<file path="src/rtl/acc_pkg.sv">
// acc_pkg: op codes and flag bit positions shared by the accumulator bank and its ALU.
package acc_pkg;
   localparam logic [2:0] OP_HOLD = 3'd0;
   localparam logic [2:0] OP_LOAD = 3'd1;
   localparam logic [2:0] OP_ADD  = 3'd2;
   localparam logic [2:0] OP_SUB  = 3'd3;
   localparam logic [2:0] OP_INC  = 3'd4;
   localparam logic [2:0] OP_DEC  = 3'd5;
   localparam logic [2:0] OP_SHL  = 3'd6;
   localparam logic [2:0] OP_SHR  = 3'd7;
   localparam int FLAG_Z = 0;
   localparam int FLAG_C = 1;
   localparam int FLAG_V = 2;
   localparam int FLAG_N = 3;
endpackage

</file>
<file path="src/rtl/acc_bank_if.sv">
// acc_bank_if: control, write and read port bundle of the accumulator bank.
interface acc_bank_if #(
   parameter int WIDTH = 4,
   parameter int SEL_W = 1
);
   logic             clr_i;
   logic             en_i;
   logic [2:0]       op_i;
   logic [SEL_W-1:0] wr_sel_i;
   logic [WIDTH-1:0] data_i;
   logic [SEL_W-1:0] rd_sel_i;
   logic [WIDTH-1:0] acc_o;
   logic [3:0]       flags_o;
   modport master (output clr_i, en_i, op_i, wr_sel_i, data_i, rd_sel_i, input acc_o, flags_o);
   modport slave  (input clr_i, en_i, op_i, wr_sel_i, data_i, rd_sel_i, output acc_o, flags_o);
endinterface

</file>
<file path="src/rtl/acc_alu.sv">
// acc_alu: combinational accumulator op unit producing the new value and {N,V,C,Z}.
module acc_alu import acc_pkg::*; #(
   parameter int WIDTH    = 4,
   parameter int SATURATE = 0
) (
   input  logic [WIDTH-1:0] a_i,
   input  logic [WIDTH-1:0] d_i,
   input  logic [2:0]       op_i,
   output logic [WIDTH-1:0] res_o,
   output logic [3:0]       flags_o
);
   logic             is_sub, is_arith, ovf;
   logic [WIDTH-1:0] b, raw;
   logic [WIDTH:0]   sum;
   always_comb begin
      is_sub   = op_i == OP_SUB || op_i == OP_DEC;
      is_arith = op_i inside {OP_ADD, OP_SUB, OP_INC, OP_DEC};
      b        = (op_i == OP_INC || op_i == OP_DEC) ? WIDTH'(1) : d_i;
      // the extra top bit is carry for add and borrow for subtract
      sum      = is_sub ? {1'b0, a_i} - {1'b0, b} : {1'b0, a_i} + {1'b0, b};
      ovf      = (is_sub ? a_i[WIDTH-1] != b[WIDTH-1] : a_i[WIDTH-1] == b[WIDTH-1])
                 && sum[WIDTH-1] != a_i[WIDTH-1];
      raw      = op_i == OP_LOAD ? d_i :
                 op_i == OP_SHL  ? {a_i[WIDTH-2:0], 1'b0} :
                 op_i == OP_SHR  ? {1'b0, a_i[WIDTH-1:1]} :
                 is_arith        ? sum[WIDTH-1:0] : a_i;
      res_o    = (SATURATE != 0 && is_arith && sum[WIDTH]) ? (is_sub ? '0 : '1) : raw;
      flags_o[FLAG_Z] = res_o == '0;
      flags_o[FLAG_N] = res_o[WIDTH-1];
      flags_o[FLAG_V] = is_arith && ovf;
      flags_o[FLAG_C] = is_arith ? sum[WIDTH] :
                        op_i == OP_SHL ? a_i[WIDTH-1] :
                        op_i == OP_SHR ? a_i[0] : 1'b0;
   end
endmodule

</file>
<file path="src/rtl/acc_bank.sv">
// acc_bank: NUM_ACC accumulators with per-accumulator flags, one op per enabled cycle,
// and an independent combinational read port.
module acc_bank import acc_pkg::*; #(
   parameter int WIDTH    = 4,
   parameter int NUM_ACC  = 2,
   parameter int SATURATE = 0,
   parameter int SEL_W    = $clog2(NUM_ACC)
) (
   input logic       clk_i,
   input logic       rst_n_i,
   acc_bank_if.slave bus
);
   logic [NUM_ACC-1:0][WIDTH-1:0] acc_q, acc_d;
   logic [NUM_ACC-1:0][3:0]       flg_q, flg_d;
   logic [WIDTH-1:0]              a_sel, res;
   logic [3:0]                    res_flg;
   // index compare loops keep out-of-range selects from touching any entry
   always_comb begin
      a_sel       = '0;
      bus.acc_o   = '0;
      bus.flags_o = '0;
      for (int i = 0; i < NUM_ACC; i++) begin
         if (bus.wr_sel_i == SEL_W'(i)) a_sel = acc_q[i];
         if (bus.rd_sel_i == SEL_W'(i)) begin
            bus.acc_o   = acc_q[i];
            bus.flags_o = flg_q[i];
         end
      end
   end
   acc_alu #(.WIDTH(WIDTH), .SATURATE(SATURATE)) u_alu (
      .a_i     (a_sel),
      .d_i     (bus.data_i),
      .op_i    (bus.op_i),
      .res_o   (res),
      .flags_o (res_flg)
   );
   always_comb begin
      acc_d = acc_q;
      flg_d = flg_q;
      if (bus.clr_i) begin
         acc_d = '0;
         flg_d = '0;
      end else if (bus.en_i && bus.op_i != OP_HOLD) begin
         for (int i = 0; i < NUM_ACC; i++) begin
            if (bus.wr_sel_i == SEL_W'(i)) begin
               acc_d[i] = res;
               flg_d[i] = res_flg;
            end
         end
      end
   end
   always_ff @(posedge clk_i or negedge rst_n_i) begin
      if (!rst_n_i) begin
         acc_q <= '0;
         flg_q <= '0;
      end else begin
         acc_q <= acc_d;
         flg_q <= flg_d;
      end
   end
endmodule

</file>
<file path="src/flat_wrapper.sv">
// flat-port wrapper written by rule: the top's interface ports become plain ports
module acc_bank_flat import acc_pkg::*;
#(
   parameter int WIDTH    = 4,
   parameter int NUM_ACC  = 2,
   parameter int SATURATE = 0,
   parameter int SEL_W    = $clog2(NUM_ACC)
)
  (clk_i, rst_n_i, bus_clr_i, bus_en_i, bus_op_i, bus_wr_sel_i, bus_data_i, bus_rd_sel_i, bus_acc_o, bus_flags_o);
  acc_bank_if #(.WIDTH(WIDTH), .SEL_W(SEL_W)) bus_i ();
  input logic clk_i;
  input logic rst_n_i;
  input wire logic [$bits(bus_i.clr_i)-1:0] bus_clr_i;
  input wire logic [$bits(bus_i.en_i)-1:0] bus_en_i;
  input wire logic [$bits(bus_i.op_i)-1:0] bus_op_i;
  input wire logic [$bits(bus_i.wr_sel_i)-1:0] bus_wr_sel_i;
  input wire logic [$bits(bus_i.data_i)-1:0] bus_data_i;
  input wire logic [$bits(bus_i.rd_sel_i)-1:0] bus_rd_sel_i;
  output wire logic [$bits(bus_i.acc_o)-1:0] bus_acc_o;
  output wire logic [$bits(bus_i.flags_o)-1:0] bus_flags_o;
  assign bus_i.clr_i = bus_clr_i;
  assign bus_i.en_i = bus_en_i;
  assign bus_i.op_i = bus_op_i;
  assign bus_i.wr_sel_i = bus_wr_sel_i;
  assign bus_i.data_i = bus_data_i;
  assign bus_i.rd_sel_i = bus_rd_sel_i;
  assign bus_acc_o = bus_i.acc_o;
  assign bus_flags_o = bus_i.flags_o;
  acc_bank #(.WIDTH(WIDTH), .NUM_ACC(NUM_ACC), .SATURATE(SATURATE), .SEL_W(SEL_W)) u_core (.clk_i(clk_i), .rst_n_i(rst_n_i), .bus(bus_i));
endmodule
</file>
<file path="config.mk">
export PLATFORM = sky130hd
export DESIGN_NAME = acc_bank_flat
export DESIGN_NICKNAME = d
export VERILOG_FILES = /design/src/rtl/acc_pkg.sv /design/src/rtl/acc_bank_if.sv /design/src/rtl/acc_alu.sv /design/src/rtl/acc_bank.sv /design/src/flat_wrapper.sv
export SDC_FILE = /design/constraint.sdc
export NUM_CORES = 1
export LEC_CHECK = 0
export BUFFER_PORTS_ARGS = -buffer_cell sky130_fd_sc_hd__buf_2
export CAP_MARGIN = 10
export CORE_UTILIZATION = 45
export CTS_CLUSTER_DIAMETER = 80
export DETAILED_ROUTE_END_ITERATION = 10
export GPL_TIMING_DRIVEN = 0
export PLACE_DENSITY = 0.66
export SLEW_MARGIN = 25
export SYNTH_ARGS = -nofsm -noshare
export SYNTH_HDL_FRONTEND = slang
export SYNTH_SLANG_ARGS = --single-unit
</file>
<file path="constraint.sdc">
create_clock -name clk_i -period 3.9 [get_ports clk_i]
set_clock_uncertainty 0.05 [all_clocks]
set_input_delay 0.975 -clock clk_i [delete_from_list [all_inputs] [get_ports clk_i]]
set_output_delay 0.975 -clock clk_i [all_outputs]
set_load 0.01 [all_outputs]
</file>
**Word-level counts from Yosys, hierarchy flattened**

Index checks and enable logic that the tools add are counted.
Widths: inputs -> output; s select.

- Mux-type cells: 21
- Equal/unequal tests: 11
- Add/subtract/negate cells: 2
- Reductions and logical operators: 12

Operators with widths:

| kind | count |
|---|---|
| $mux 4 | 12 |
| $mux 8 | 4 |
| $eq 3x3->1 const B | 4 |
| $eq 3x2->1 const B | 2 |
| $add 4x4->5 | 1 |
| $mux 5 | 1 |
| $sub 4x4->5 | 1 |
| $logic_not 4->1 | 1 |
| $mux 1 | 4 |
| $reduce_and 2->1 | 2 |
| $reduce_bool 2->1 | 2 |
| $reduce_bool 4->1 | 1 |
| $eq 3x1->1 const B | 1 |
| $logic_and 1x1->1 | 3 |
| $reduce_bool 3->1 | 1 |
| $logic_or 1x1->1 | 2 |
| $ne 1x1->1 | 2 |
| $ne 2x2->1 const B | 1 |
| $eq 1x1->1 | 1 |

- Output and inout bits: 8
- Logic and storage cells: 50
- Input port bits: 13
- Flip-flop bits (word level): 16

**Depth between registers and ports, before layout**

Gate-level depths: netlist of the first run.

- Word-level depth: 13
- Mapped depth: 12

**Modules after synthesis**

A second synthesis of the first run with hierarchy kept.

- Cell total of the unflattened synthesis: 193
- Area, all modules: 1,639.1 µm²

Modules (own cells, without submodules):

| module | instances | cells each | seq. area each (µm²) | area an instance (µm²) |
|---|---|---|---|---|
| acc_bank | 1 | 93 | 400.4 | 969.7 |
| acc_alu | 1 | 100 | 0.0 | 669.4 |

**Least setup slack after synthesis of the first run**

OpenSTA, ideal clock, no wires.

- Path type: input-to-reg
- Start: in bus_op_i[1]
- End: reg u_core.flg_q[0] in the netlist's numbering
- Slack: 0.623 ns
- Library setup time: 0.110 ns
- Required time: 3.740 ns
- Path buffers: 1
- Stages: 12
- Arrival time: 3.117 ns
- Path through: buf_4 inv_1 ha_1 or2_2 nand2_1 xnor2_1 fa_1 xnor2_1 mux2i_1 o21bai_1 o2111ai_1 o41ai_1

- Word-level cells in the longest chain between the ends: 13
- Elaborated cells on any way between the ends: 26
- Classes of those cells: add/sub: 2; eq/ne: 7; mux: 9; reduce/logical: 8

Ends and longest elaborated chain:

| what | RTL line | text |
|---|---|---|
| from (decl) | flat_wrapper.sv:15 | `input wire logic [$bits(bus_i.op_i)-1:0] bus_op_i;` |
| $eq 3x3->1 (on tied branches) | acc_alu.sv:17, acc_alu.sv:18, acc_alu.sv:16 |  |
| $logic_or 1x1->1 | acc_alu.sv:18 | `b = (op_i == OP_INC \|\| op_i == OP_DEC) ? WIDTH'(1) : d_i;` |
| $mux 4 | acc_alu.sv:18 |  |
| $add 4x4->5 / $sub 4x4->5 (equally long branches) | acc_alu.sv:20 | `sum = is_sub ? {1'b0, a_i} - {1'b0, b} : {1'b0, a_i} + {1'b0, b};` |
| $mux 5 | acc_alu.sv:20 |  |
| $mux 4 | acc_alu.sv:26 | `is_arith ? sum[WIDTH-1:0] : a_i;` |
| $mux 4 | acc_alu.sv:25 | `op_i == OP_SHR ? {1'b0, a_i[WIDTH-1:1]} :` |
| $mux 4 | acc_alu.sv:24 | `op_i == OP_SHL ? {a_i[WIDTH-2:0], 1'b0} :` |
| $mux 4 | acc_alu.sv:23 | `raw = op_i == OP_LOAD ? d_i :` |
| $logic_not 4->1 | acc_alu.sv:28 | `flags_o[FLAG_Z] = res_o == '0;` |
| $mux 4 | acc_bank.sv:45 | `if (bus.wr_sel_i == SEL_W'(i)) begin` |
| $mux 8 | acc_bank.sv:43 | `end else if (bus.en_i && bus.op_i != OP_HOLD) begin` |
| $mux 8 | acc_bank.sv:40 | `if (bus.clr_i) begin` |
| to (signal assigned) | acc_bank.sv:58 | `flg_q <= flg_d;` |
| to (decl) | acc_bank.sv:14 | `logic [NUM_ACC-1:0][3:0] flg_q, flg_d;` |

Parallel ways exist; a longest one is shown, timed or not. The select of a mux whose other input is x is not followed.
A chain may end at the register's enable or synchronous reset.

**Final worst setup path of the first run**

Ends and elaborated chain as after synthesis.

==> results of run 1 <==
==> synthesized netlist by cell type, types with 2 or more instances <==
cell type,count
nor3b_1,2
inv_1,7
a32oi_1,2
xor2_1,4
buf_4,2
or2_2,2
a21oi_1,4
nand2_1,13
o21ai_0,3
xnor2_1,3
mux2_2,7
mux2i_1,5
a21o_1,3
nor2b_1,2
o221ai_1,2
clkbuf_1,5
o21a_1,2
nor3_1,4
nor2_1,15
nand3b_1,4
o41ai_1,4
a22o_1,3
a211oi_1,3
ha_1,5
dfrtp_1,14
o22ai_1,3
o31ai_1,2
==> cell type report <==
class	count	area [µm²]
Inverter	7	26.3
Timing Repair Buffer	17	85.1
Multi-Input combinational cell	114	828
Buffer	11	67.6
Sequential cell	14	350
Fill cell	263	1150
Clock buffer	3	22.5
Tap cell	30	37.5
==> flip-flops by register name (all words and copies together), names as in the netlist <==
| name | count |
|---|---|
| u_core.acc_q | 7 |
| u_core.flg_q | 7 |
==> logic make-up (layout without fill, tap and decap cells) <==
kind of cell | after synthesis | after routing | synth area share
mux | 13 | 13 | 0.113
compound gates | 39 | 39 | 0.229
fa+ha+maj | 6 | 6 | 0.0649
flops | 14 | 14 | 0.275
simple gates | 49 | 49 | 0.196
buf+inv | 18 | 38 | 0.0737
xor+xnor | 7 | 7 | 0.0482
==> power groups by stage <==
stage	Combinational (mW)	Sequential [mW]	Clock (mW)
after CTS	0.204	0.170	0.0831
after global routing	0.227	0.172	0.0881
final	0.205	0.170	0.0807
after floorplan	0.151	0.170	0
after detailed placement	0.202	0.173	0
after global placement	0.197	0.172	0
==> placed cells by master (no fill, tap or decap), types with 3 or more instances in the layout <==
master and n:
mux2_2 7, inv_1 7, o41ai_1 4, nor2_1 15
nor3_1 4, ha_1 5, a21o_1 3, buf_2 18
o22ai_1 3, nand3b_1 4, xnor2_1 3, o21ai_0 3
mux2i_1 5, a211oi_1 3, clkbuf_4 3, clkbuf_1 5
nand2_1 13, a21oi_1 4, a22o_1 3, xor2_1 4
dfrtp_1 14
==> routing by layer <==
metal,share of wire,track usage
met1,0.48,0.288
met2,0.47,0.363
met3,0.045,0.0519
met4,0.0034,0.0292
met5,0,0
==> worst max path at each step <==
stage                     start  slack, ps              end
global route        bus_op_i[1]        280  u_core.flg_q[0]
global placement    bus_op_i[1]        200  u_core.flg_q[0]
CTS                 bus_op_i[1]        460  u_core.flg_q[0]
finish              bus_op_i[1]        440  u_core.flg_q[0]
detailed placement  bus_op_i[1]        190  u_core.flg_q[0]
floorplan           bus_op_i[1]        620  u_core.flg_q[0]
==> through the flow <==
stage | instances | total power [mW]
2_1_floorplan | 146 | 0.321
3_3_place_gp | 193 | 0.369
3_5_place_dp | 193 | 0.375
4_1_cts | 196 | 0.457
5_1_grt | 196 | 0.488
6_report | 196 | 0.455
==> tightest hold or removal path, cell delays in order (launching register included) <==
cell	delay, ps
dfrtp_1	340
nand2_1	50
o41ai_1	50
==> impl_metrics.py, run 1 <==
metrics = {
    "status": {
        "status": "finished clean",
    },
    "logic_synthesis": {
        "syn_area_um2": 1270,
        "syn_nets": 165,
        "synth_ff_type": "dfrtp_1",
        "yosysTopAreaCellShare": 0.275,
        "async_reset_ff_frac": 1.00,
        "netlist.top_cell.by_area": "dfrtp_1",
        "netlist_instances": 146,
        "yosysSeqAreaShare": 0.275,
        "yosys-top-cells-area": "dfrtp_1 28%, mux2_2 6.2%, ha_1 4.9%",
        "synth_warnings": 0,
        "avgSynthCellArea_um2": 8.72,
        "ys_seq_elements": 14,
        "ys_types": 48,
        "synth-edff-count": 0,
    },
    "setup_path": {
        "reg2reg_from": "u_core.acc_q[4]",
        "path_buf_inv": 3,
        "worst_r2r_path_depth": 9,
        "crit_chain": "buf_2 -> buf_4 -> inv_1 -> ha_1 -> or2_2 -> nand2_1 -> xnor2_1 -> fa_1 -> xnor2_1 -> mux2i_1 -> o21bai_1 -> o2111ai_1 -> o41ai_1",
        "crit_fanout": 10,
        "r2r_end": "u_core.flg_q[0]",
        "cp.required_ps": 4010,
        "cp_common_cell": "xnor2_1",
        "crit_family": "compound AO/OA/AOI/OAI gates",
        "worstSetupPathDepth": 13,
        "cp-start-kind": "input pin",
        "critical_path_class": "input pin to flip-flop",
        "cp-end-kind": "flip-flop",
        "cp.arrival_ps": 3570,
        "critical-path-max-stage-delay_ps": 430,
        "critPathSlowestCell": "fa_1",
        "reg2reg_slack_ps": 1200,
    },
    "global_routing": {
        "grt_pass1_wl_um": 4710,
        "overflow": 0,
        "grt_max_degree": 15,
        "antenna_found_initial": 0,
        "first_global_vias": 1031,
        "grt_usage": 0.217,
    },
    "cells_and_area": {
        "fin_nets": 187,
        "area_growth_pct": 11.4,
        "drive_gt1_frac": 0.229,
        "stdcell_area_um2": 1420,
        "diodes": 0,
        "utilization": 0.552,
    },
    "cts": {
        "cts_tree": "yes",
        "numCtsBuffers": 3,
        "htreeDepth": 1,
        "cts_hold_buf": 0,
        "clk_pin_slew_ps": 70,
        "clock_sinks": 14,
        "cts-resized-gates": 0,
        "cts_setup_buffers": 0,
        "clockBufferDepth": 2,
        "cts_root_buf": "clkbuf_4",
        "insertion_delay_ps": 280,
    },
    "timing": {
        "post-route-min-period_ps": 3460,
        "slew_violations": 0,
        "hold_violations": 0,
        "finalSetupViolations": 0,
        "setup_tns_ps": 0,
        "holdWs_ps": 426,
        "rsz0062_at_grt": "false",
        "layout_setup_ws_ps": 437,
        "worstMarginPinSlew_ps": 653,
        "max_freq_mhz": 289,
        "slew_headroom": 0.553,
        "finalCritPeriodShare": 0.888,
    },
    "worst_hold_path": {
        "hold_path.class": "flip-flop to flip-flop",
        "hold_depth": 2,
        "hold-path-endpoint": "u_core.flg_q[2]",
        "min_from": "u_core.flg_q[2]",
    },
    "detailed_routing": {
        "drtIter0Drc": 23,
        "dr.pass1.iters": 4,
        "vias": 1156,
        "wirelength_um": 2920,
        "drc_errors": 0,
        "ant_nets": 0,
        "wire_per_inst_um": 14.9,
        "via_per_inst": 5.90,
    },
    "floorplanning": {
        "start_util": 0.496,
        "core_um2": 2570,
        "die_x_um": 55.2,
        "chipHeight_um": 55.2,
        "io_pins": 21,
        "die_area_um2": 3040,
        "rows": 18,
    },
    "pwr": {
        "p_leak_nw": 0.693,
        "switching_share": 0.373,
        "internal-power_mw": 0.286,
        "comb_power_share": 0.449,
        "clkPwrFrac": 0.177,
        "power.density_nw_per_um2": 321,
        "switchingPower_mw": 0.170,
        "pwr-share-seq": 0.374,
        "peakVddDrop_mv": 0.192,
    },
    "flow_run": {
        "cap_violations": 0,
    },
    "place": {
        "placed_area_um2": 1400,
        "globalplace.congestion": 0.889,
        "portBuffers": 17,
        "pre_cts_ws_ps": 187,
        "dp_hpwl_um": 2300,
    },
}
Note: power is estimated with default switching activity, not from simulation.
==> run 2, diff against run 1 <==
==> constraint.sdc (replaced) <==
create_clock -name clk_i -period 3.2 [get_ports clk_i]
set_clock_uncertainty 0.05 [all_clocks]
set_input_delay 0.8 -clock clk_i [delete_from_list [all_inputs] [get_ports clk_i]]
set_output_delay 0.8 -clock clk_i [all_outputs]
set_load 0.01 [all_outputs]
==> run 2 against run 1 <==
Effect of this change:
- routed wire length increased by 4.8%
- core utilization increased by 2.1 points
- non-clock buffer count increased by 2
- global-route usage increased by 0.11 points
- setup slack got worse by 340 ps
- highest routed layer unchanged
==> impl_metrics.py, run 2 (synthesis gave the netlist of run 1 again) <==
metrics = {
    "timing": {
        "finalCritPeriodShare": 0.969,
        "hold_violations": 0,
        "holdWs_ps": 349,
        "max_freq_mhz": 322,
        "setup_tns_ps": 0,
        "layout_setup_ws_ps": 98.5,
        "finalSetupViolations": 0,
        "post-route-min-period_ps": 3100,
        "worstMarginPinSlew_ps": 701,
        "slew_violations": 0,
        "slew_headroom": 0.521,
    },
    "setup_path": {
        "cp-end-kind": "flip-flop",
        "cp-start-kind": "input pin",
        "cp.required_ps": 3320,
        "critical_path_class": "input pin to flip-flop",
        "cp.arrival_ps": 3220,
        "crit_fanout": 10,
    },
    "cts": {
        "cts_tree": "yes",
        "insertion_delay_ps": 280,
        "cts_hold_buf": 0,
        "cts_root_buf": "clkbuf_4",
        "clk_pin_slew_ps": 80,
        "numCtsBuffers": 3,
        "clockBufferDepth": 2,
        "clock_sinks": 14,
        "htreeDepth": 1,
    },
    "detailed_routing": {
        "drc_errors": 0,
        "vias": 1190,
        "wl_met3_um": 143,
        "dr.pass1.iters": 4,
        "routed.top_layer": "met4",
        "drtIter0Drc": 39,
        "via_per_inst": 6.01,
        "wirelength_um": 3060,
        "ant_nets": 0,
        "wl_met2_um": 1440,
        "wire_per_inst_um": 15.4,
        "wl_met1_um": 1440,
    },
    "flow_run": {
        "cap_violations": 0,
    },
    "cells_and_area": {
        "stdcell_area_um2": 1470,
        "drive_gt1_frac": 0.280,
        "top_regs": "u_core.acc_q x7, u_core.flg_q x7",
        "final_common_cell": "buf_2",
        "utilization": 0.574,
        "area_growth_pct": 15.7,
        "layout_common_cells": "18 x buf_2, 14 x nor2_1, 14 x dfrtp_1",
        "multi_input_area_um2": 865,
        "diodes": 0,
        "fin_nets": 189,
        "seqCellArea_um2": 350,
        "fillers": 258,
        "final_cells": 198,
    },
    "global_routing": {
        "grt_pass1_wl_um": 4730,
        "first_global_vias": 1037,
        "overflow": 0,
        "antenna_found_initial": 0,
        "grt_max_degree": 15,
        "grt_usage": 0.218,
    },
    "floorplanning": {
        "die_area_um2": 3040,
        "die_x_um": 55.2,
        "chipHeight_um": 55.2,
        "rows": 18,
        "io_pins": 21,
        "start_util": 0.496,
        "core_um2": 2570,
    },
    "place": {
        "portBuffers": 17,
        "placed_area_um2": 1400,
        "placed_cells": 193,
        "dp_hpwl_um": 2300,
        "pre_cts_ws_ps": -338,
        "globalplace.congestion": 0.889,
    },
    "worst_hold_path": {
        "hold_path.class": "input pin to asynchronous set/reset pin",
    },
    "pwr": {
        "peakVddDrop_mv": 0.237,
        "totalPowerFinal_mw": 0.586,
        "power.density_nw_per_um2": 398,
        "p_leak_nw": 0.719,
    },
    "status": {
        "status": "finished clean",
    },
}
run 2: routing by layer:
layer,global-route usage,vias up
li1,-,581
met1,0.288,566
met3,0.0519,6
met2,0.367,37
met4,0.0292,0
met5,0,-
run 2: where the power goes:
| part | total, mW | internal (mW) | switching (mW) |
|---|---|---|---|
| registers | 0.208 | 0.195 | 0.0124 |
| logic | 0.280 | 0.127 | 0.152 |
| clock network | 0.0981 | 0.0437 | 0.0545 |
run 2: area by class of cell:
cell class	count	area share
Sequential cell	14	0.238
Inverter	7	0.0178
Tap cell	30	0.0255
Buffer	11	0.0484
Clock buffer	3	0.0153
Multi-Input combinational cell	114	0.587
Timing Repair Buffer	19	0.0680
run 2: path summary, 6_finish.rpt:
check                                 from  cells after the start  slack [ps]               to
max reg2reg                u_core.acc_q[4]                      9         590  u_core.flg_q[0]
max                            bus_op_i[1]                     13         100  u_core.flg_q[0]
min in group clk_i         u_core.flg_q[2]                      2         430  u_core.flg_q[2]
min reg2reg                u_core.flg_q[2]                      2         430  u_core.flg_q[2]
min                                rst_n_i                      1         350  u_core.acc_q[0]
max in group asynchronous          rst_n_i                      1        2500  u_core.flg_q[2]
run 2: critical path, cell delays in order:
cell	delay, ps
buf_2	90
buf_6	130
inv_1	60
ha_2	200
or2_2	310
nand2_1	110
xnor2_2	100
fa_2	380
xnor2_2	150
mux2i_1	90
o21bai_1	240
o2111ai_2	200
o41ai_2	370
run 2: repair_timing:
| item | 4_1_cts | 5_1_grt |
|---|---|---|
| setup endpoints to repair | 1 | 5 |
| pin swaps | 1 | 5 |
| setup buffers | 1 | 1 |
| resized for setup | 0 | 9 |
